===== src/rtl/alu_arb_pkg.sv =====
// Shared types and defaults for the two-requester ALU share arbiter.
package alu_arb_pkg;

    localparam int WIDTH_DEF = 5;
    localparam int SELW_DEF  = 2;

    // likeALU operation codes
    localparam int OP_ADD = 0;
    localparam int OP_SUB = 1;
    localparam int OP_AND = 2;
    localparam int OP_OR  = 3;

    typedef enum logic [1:0] {
        ST_IDLE = 2'd0,
        ST_EXEC = 2'd1,
        ST_HOLD = 2'd2
    } arb_state_e;

endpackage


===== src/rtl/alu_share_arbiter_if.sv =====
// Requester/consumer bundle for the ALU share arbiter.
interface alu_share_arbiter_if #(
    parameter int WIDTH = 5,
    parameter int SELW  = 2
);
    logic [1:0]       req;
    logic [WIDTH-1:0] inp_A0;
    logic [WIDTH-1:0] inp_B0;
    logic [SELW-1:0]  select0;
    logic [WIDTH-1:0] inp_A1;
    logic [WIDTH-1:0] inp_B1;
    logic [SELW-1:0]  select1;
    logic [1:0]       ack;
    logic             res_valid;
    logic             res_id;
    logic [WIDTH-1:0] res;
    logic             res_ready;
    logic             busy;

    modport master (
        output req, inp_A0, inp_B0, select0, inp_A1, inp_B1, select1, res_ready,
        input  ack, res_valid, res_id, res, busy
    );

    modport slave (
        input  req, inp_A0, inp_B0, select0, inp_A1, inp_B1, select1, res_ready,
        output ack, res_valid, res_id, res, busy
    );
endinterface


===== src/rtl/likeALU.sv =====
// Small combinational ALU: add, subtract, and, or; results wrap at WIDTH bits.
module likeALU
    import alu_arb_pkg::*;
#(
    parameter int WIDTH = WIDTH_DEF,
    parameter int SELW  = SELW_DEF
) (
    input  logic [WIDTH-1:0] inp_A,
    input  logic [WIDTH-1:0] inp_B,
    input  logic [SELW-1:0]  select,
    output logic [WIDTH-1:0] out
);

    localparam logic [SELW-1:0] SEL_ADD = SELW'(OP_ADD);
    localparam logic [SELW-1:0] SEL_SUB = SELW'(OP_SUB);
    localparam logic [SELW-1:0] SEL_AND = SELW'(OP_AND);
    localparam logic [SELW-1:0] SEL_OR  = SELW'(OP_OR);

    always_comb begin
        out = '0;
        case (select)
            SEL_ADD: out = inp_A + inp_B;
            SEL_SUB: out = inp_A - inp_B;
            SEL_AND: out = inp_A & inp_B;
            SEL_OR:  out = inp_A | inp_B;
            default: out = '0;
        endcase
    end

endmodule


===== src/rtl/alu_share_arbiter.sv =====
// Round-robin arbiter sharing one likeALU between two requesters,
// with a registered result held until the consumer accepts it.
module alu_share_arbiter
    import alu_arb_pkg::*;
#(
    parameter int WIDTH = WIDTH_DEF,
    parameter int SELW  = SELW_DEF
) (
    input logic          clk,
    input logic          rst_n,
    alu_share_arbiter_if.slave bus
);

    arb_state_e       state_q,     state_d;
    logic [1:0]       ack_q,       ack_d;
    logic             res_valid_q, res_valid_d;
    logic             res_id_q,    res_id_d;
    logic [WIDTH-1:0] res_q,       res_d;
    logic             last_id_q,   last_id_d;
    logic [WIDTH-1:0] op_a_q,      op_a_d;
    logic [WIDTH-1:0] op_b_q,      op_b_d;
    logic [SELW-1:0]  sel_q,       sel_d;

    logic             winner;
    logic [WIDTH-1:0] alu_y;

    likeALU #(.WIDTH(WIDTH), .SELW(SELW)) u_alu (
        .inp_A  (op_a_q),
        .inp_B  (op_b_q),
        .select (sel_q),
        .out    (alu_y)
    );

    // On a tie the requester that did not own the last accepted result wins.
    assign winner = (bus.req == 2'b11) ? ~last_id_q : bus.req[1];

    always_comb begin
        state_d     = state_q;
        ack_d       = 2'b00;
        res_valid_d = res_valid_q;
        res_id_d    = res_id_q;
        res_d       = res_q;
        last_id_d   = last_id_q;
        op_a_d      = op_a_q;
        op_b_d      = op_b_q;
        sel_d       = sel_q;
        case (state_q)
            ST_IDLE: begin
                if (bus.req != 2'b00) begin
                    op_a_d   = winner ? bus.inp_A1  : bus.inp_A0;
                    op_b_d   = winner ? bus.inp_B1  : bus.inp_B0;
                    sel_d    = winner ? bus.select1 : bus.select0;
                    ack_d    = winner ? 2'b10 : 2'b01;
                    res_id_d = winner;
                    state_d  = ST_EXEC;
                end
            end
            ST_EXEC: begin
                res_d       = alu_y;
                res_valid_d = 1'b1;
                state_d     = ST_HOLD;
            end
            ST_HOLD: begin
                if (bus.res_ready) begin
                    res_valid_d = 1'b0;
                    last_id_d   = res_id_q;
                    state_d     = ST_IDLE;
                end
            end
            default: state_d = ST_IDLE;
        endcase
    end

    always_ff @(posedge clk or negedge rst_n) begin
        if (!rst_n) begin
            state_q     <= ST_IDLE;
            ack_q       <= 2'b00;
            res_valid_q <= 1'b0;
            res_id_q    <= 1'b0;
            res_q       <= '0;
            last_id_q   <= 1'b1;
            op_a_q      <= '0;
            op_b_q      <= '0;
            sel_q       <= '0;
        end else begin
            state_q     <= state_d;
            ack_q       <= ack_d;
            res_valid_q <= res_valid_d;
            res_id_q    <= res_id_d;
            res_q       <= res_d;
            last_id_q   <= last_id_d;
            op_a_q      <= op_a_d;
            op_b_q      <= op_b_d;
            sel_q       <= sel_d;
        end
    end

    assign bus.ack       = ack_q;
    assign bus.res_valid = res_valid_q;
    assign bus.res_id    = res_id_q;
    assign bus.res       = res_q;
    assign bus.busy      = (state_q != ST_IDLE);

endmodule


===== src/flat_wrapper.sv =====
// flat-port wrapper written by rule: the top's interface ports become plain ports
module alu_share_arbiter_flat import alu_arb_pkg::*;
#(
    parameter int WIDTH = WIDTH_DEF,
    parameter int SELW  = SELW_DEF
)
  (clk, rst_n, bus_req, bus_inp_A0, bus_inp_B0, bus_select0, bus_inp_A1, bus_inp_B1, bus_select1, bus_res_ready, bus_ack, bus_res_valid, bus_res_id, bus_res, bus_busy);
  alu_share_arbiter_if #(.WIDTH(WIDTH), .SELW(SELW)) bus_i ();
  input logic clk;
  input logic rst_n;
  input wire logic [$bits(bus_i.req)-1:0] bus_req;
  input wire logic [$bits(bus_i.inp_A0)-1:0] bus_inp_A0;
  input wire logic [$bits(bus_i.inp_B0)-1:0] bus_inp_B0;
  input wire logic [$bits(bus_i.select0)-1:0] bus_select0;
  input wire logic [$bits(bus_i.inp_A1)-1:0] bus_inp_A1;
  input wire logic [$bits(bus_i.inp_B1)-1:0] bus_inp_B1;
  input wire logic [$bits(bus_i.select1)-1:0] bus_select1;
  input wire logic [$bits(bus_i.res_ready)-1:0] bus_res_ready;
  output wire logic [$bits(bus_i.ack)-1:0] bus_ack;
  output wire logic [$bits(bus_i.res_valid)-1:0] bus_res_valid;
  output wire logic [$bits(bus_i.res_id)-1:0] bus_res_id;
  output wire logic [$bits(bus_i.res)-1:0] bus_res;
  output wire logic [$bits(bus_i.busy)-1:0] bus_busy;
  assign bus_i.req = bus_req;
  assign bus_i.inp_A0 = bus_inp_A0;
  assign bus_i.inp_B0 = bus_inp_B0;
  assign bus_i.select0 = bus_select0;
  assign bus_i.inp_A1 = bus_inp_A1;
  assign bus_i.inp_B1 = bus_inp_B1;
  assign bus_i.select1 = bus_select1;
  assign bus_i.res_ready = bus_res_ready;
  assign bus_ack = bus_i.ack;
  assign bus_res_valid = bus_i.res_valid;
  assign bus_res_id = bus_i.res_id;
  assign bus_res = bus_i.res;
  assign bus_busy = bus_i.busy;
  alu_share_arbiter #(.WIDTH(WIDTH), .SELW(SELW)) u_core (.clk(clk), .rst_n(rst_n), .bus(bus_i));
endmodule

===== config.mk =====
export PLATFORM = sky130hd
export DESIGN_NAME = alu_share_arbiter_flat
export DESIGN_NICKNAME = d
export VERILOG_FILES = /design/src/rtl/alu_arb_pkg.sv /design/src/rtl/alu_share_arbiter_if.sv /design/src/rtl/likeALU.sv /design/src/rtl/alu_share_arbiter.sv /design/src/flat_wrapper.sv
export SDC_FILE = /design/constraint.sdc
export NUM_CORES = 1
export LEC_CHECK = 0
export BUFFER_PORTS_ARGS = -buffer_cell sky130_fd_sc_hd__clkbuf_2
export CORE_UTILIZATION = 40
export DETAILED_ROUTE_END_ITERATION = 6
export GPL_ROUTABILITY_DRIVEN = 0
export MAX_ROUTING_LAYER = met4
export SYNTH_ARGS = -nofsm -noshare
export SYNTH_HDL_FRONTEND = slang
export SYNTH_HIERARCHICAL = 1
export SYNTH_SLANG_ARGS = --single-unit

===== constraint.sdc =====
create_clock -name clk -period 3.1 [get_ports clk]
set_input_delay 0.62 -clock clk [delete_from_list [all_inputs] [get_ports clk]]
set_output_delay 0.62 -clock clk [all_outputs]
set_load 0.02 [all_outputs]

==> summary.md <==
| Metric | Value |
|---|---|
| Sequential power share | 0.297 |
| P&R area growth vs syn | 19.3% |
| Hold Slack | ~340 ps |
| P per Cell Area | around 1200 mW/mm² |
| Clock sink total | 24 |
| Max cap viols | 0 |
| Unrepaired setup endpoints after global routing | false |
| Net Sw Frac | 0.402 |
| DR WL/cell | about 12 µm |
| DP Wirelength | 2150 µm |
| First-pass GRT wire length | ~4600 µm |
| Vias/cell | about 4.9 |
| Vias in the first global route | approximately 1100 |
| I/O pin count | 39 |
| Gr ovfl total | 0 |
| CP arrival | 2650 ps |
| Post-synthesis instance total | 132 |
| Leakage | 0.870 nW |
| Peak VDD IR | 0.425 mV |
| Largest fanout on the critical path | 13 |
| Detailed Route WL | between 2000 and 3000 µm |
| Proportion of layout cells with a drive suffix above 1 | 0.482 |
| Final ANT Viol Nets | 0 |
| IO Port Bufs | 38 |
| Register Area | 602 µm² |
| Area of the core | approximately 0.0037 mm² |
| Post-CTS resize count | 0 |
| Largest net degree at the start of global routing | 25 |
| Compound-Gate Fraction of Synth Area | 0.0878 |
| Top post-synthesis cells by area | dfrtp_1 38%, mux2_2 17%, mux2_4 7.9% |
| Top-area cell type share of the netlist area | 0.378 |
| Worst slew margin | 0.541 |
| N_diodes | 0 |
| DRC viols | 0 |
| Filler cells | approximately 340 |
| Synth Area per Inst | approximately 12 µm² |
| Slowest cell on crit path | dfrtp_1 |
| Seq/Total Area, Yosys | 0.395 |
| Clock root cell | clkbuf_8 |
| Mapped Area | about 0.0015 mm² |
| Die Width | 63.7 µm |
| Top FF cell, synth | dfrtp_1 |
| Adder-Cell Fraction of Synth Area | 0.0903 |
| Area of the multi-input gates | around 860 µm² |
| Router iterations before antenna repair | 4 |
| Setup CP Type | flop to flop |
| Post-synth cell types | 38 |
| Clock Skews | 1.49 ps |
| Clk pwr share | 0.124 |
| Critical path cell sequence | nor2b_1, nor2_1, xnor2_1, ha_1, a21oi_1, and2_1, a32o_1, a211oi_1, mux2_2 |
| Mux cell area share after synthesis | 0.255 |
| XOR/XNOR share of the synthesized area | 0.0230 |
| Cells after DPL | 214 |
| Sum of negative setup slack | 0 ps |
| Crit. End Element | flop |
| Count of pins over their slew limit | 0 |
| Worst EP required | about 3300 ps |
| H-tree depth | 1 |
| Post-layout nets | roughly 210 |
| Pint | between 1 and 1.5 mW |
| Slowest stage delay, CP | ~520 ps |
| Crit share post-route | 0.805 |
| Highest clock rate | ~400 MHz |
| Reg2reg setup slack | 600 ps |
| Worst-Skew Late Latency | 260 ps |
| TritonCTS clock tree | done |
| Row cnt | 22 |
| Worst Reg-to-Reg Cells | 9 |
| Outcome | finished, final reports clean |
| Least-Margin Pin Slew | slightly below 700 ps |
| Post-Syn Nets | 169 |
| Post-synth EDFFs | 0 |
| Worst min path class | input port to async pin |
| Fraction of registers with async set/reset | 1.00 |
| Final Setup Violations | 0 |
| CP startpoint kind | flop |
| Logic pwr share | 0.579 |
| Simple logic cell fraction of the synthesized area | 0.108 |
| Initial DRC count | 37 |
| Cts bufs inserted | 3 |
| Max Buffers Root-to-Sink | 2 |
| Die area | 0.00406 mm² |
| P_sw | 0.874 mW |
| Largest family of logic cells by synthesized area | multiplexers |
| Yosys warning count | 6 |
| Most frequent cells in the layout | 38 x clkbuf_2, 23 x mux2_2, 23 x dfrtp_1 |
| Finished Layout Cells | around 220 |
| Global Route Usage Sum | 0.148 |
| Final Hold Fails | 0 |
| Initial antenna violation count | 0 |
| Reg clk slew, reported paths | ~80 ps |
| Tmin final | 2500 ps |
| #FFs+latches synth | 24 |
| Starting Density | 0.416 |
| Die height | 63.7 µm |
| Post-CTS setup buffers | 0 |
| Via count | 1078 |
| Commonest non-fill, non-tap cell in the layout | clkbuf_2 |
| Yosys top cell by area | dfrtp_1 |
| Hold-fix buffers, CTS | 0 |
sequential cells by signal (all words and copies together), names as in the netlist:
name and cells:
u_core/last_id_q 1, u_core/bus.res_id 1, u_core/bus.ack 2, u_core/op_b_q 5
u_core/bus.res 5, u_core/op_a_q 5, u_core/state_q 2, u_core/sel_q 2
u_core/bus.res_valid 1
cells in the mapped netlist, drive strengths merged (2+ instances only):
cell    count
nor3b       2
a21oi       5
mux2       31
ha          7
or2         2
nor2        7
inv         9
dfrtp      23
nor3        3
xnor2       3
nand2       5
maj3        3
buf         2
o21ai       5
and2        2
nor2b       4
clkbuf      2
worst max-delay path, delay by kind of cell (launching register included):
kind	cells	cell delay, ps
compound gates	3	520
xor+xnor	1	130
fa+ha+maj	1	320
flops	1	520
mux	1	260
simple gates	3	640
final timing paths:
check	from	to
worst max register to register	u_core/sel_q[1]	u_core/bus.res[4]
worst max-delay path	u_core/sel_q[1]	u_core/bus.res[4]
worst min register to register	u_core/bus.res[4]	u_core/bus.res[4]
min in group clk	u_core/bus.res[4]	u_core/bus.res[4]
worst min-delay path	rst_n	u_core/bus.res_valid
max in group asynchronous	rst_n	u_core/op_a_q[4]
per-stage QoR:
step | total power, mW | setup WS, ps | utilization | instance area, µm²
2_1_floorplan | 1.64 | 935 | - | 1520
3_3_place_gp | 1.87 | 713 | 0.477 | 1750
3_5_place_dp | 1.92 | 622 | 0.477 | 1750
4_1_cts | 2.20 | 605 | 0.497 | 1820
5_1_grt | 2.38 | 371 | 0.497 | 1820
6_report | 2.18 | 604 | 0.497 | 1820
power groups by stage:
stage / Sequential (mW) / Clock, mW / Combinational, mW
floorplan: 0.668 / 0 / 0.971
global placement: 0.646 / 0 / 1.22
detailed placement: 0.657 / 0 / 1.27
CTS: 0.651 / 0.277 / 1.27
global route: 0.682 / 0.292 / 1.41
finish: 0.647 / 0.269 / 1.26
cells by family (layout without fill, tap and decap cells):
logic type                 count (synthesis)  after routing
AOI/OAI and AO/OA                         18             18
xor gates and xnor gates                   4              4
adders and majority gates                 11             11
buffers and inverters                     13             51
DFF                                       24             24
muxes                                     32             32
and+or+nand+nor                           30             30
layer usage:
layer,part of all wire,track usage
met4,0.0096,0.0426
met2,0.48,0.249
met1,0.47,0.183
met5,0,-
met3,0.037,0.0217
final cells by class:
type / instances / area share
multi-input cells: 95 / 0.474
flip-flops and latches: 24 / 0.331
repair buffers: 38 / 0.105
well taps: 48 / 0.0330
clock buffers: 3 / 0.0227
inverters: 9 / 0.0186
clock inverters: 1 / 0.0165
(Power assumes the default switching activity.)
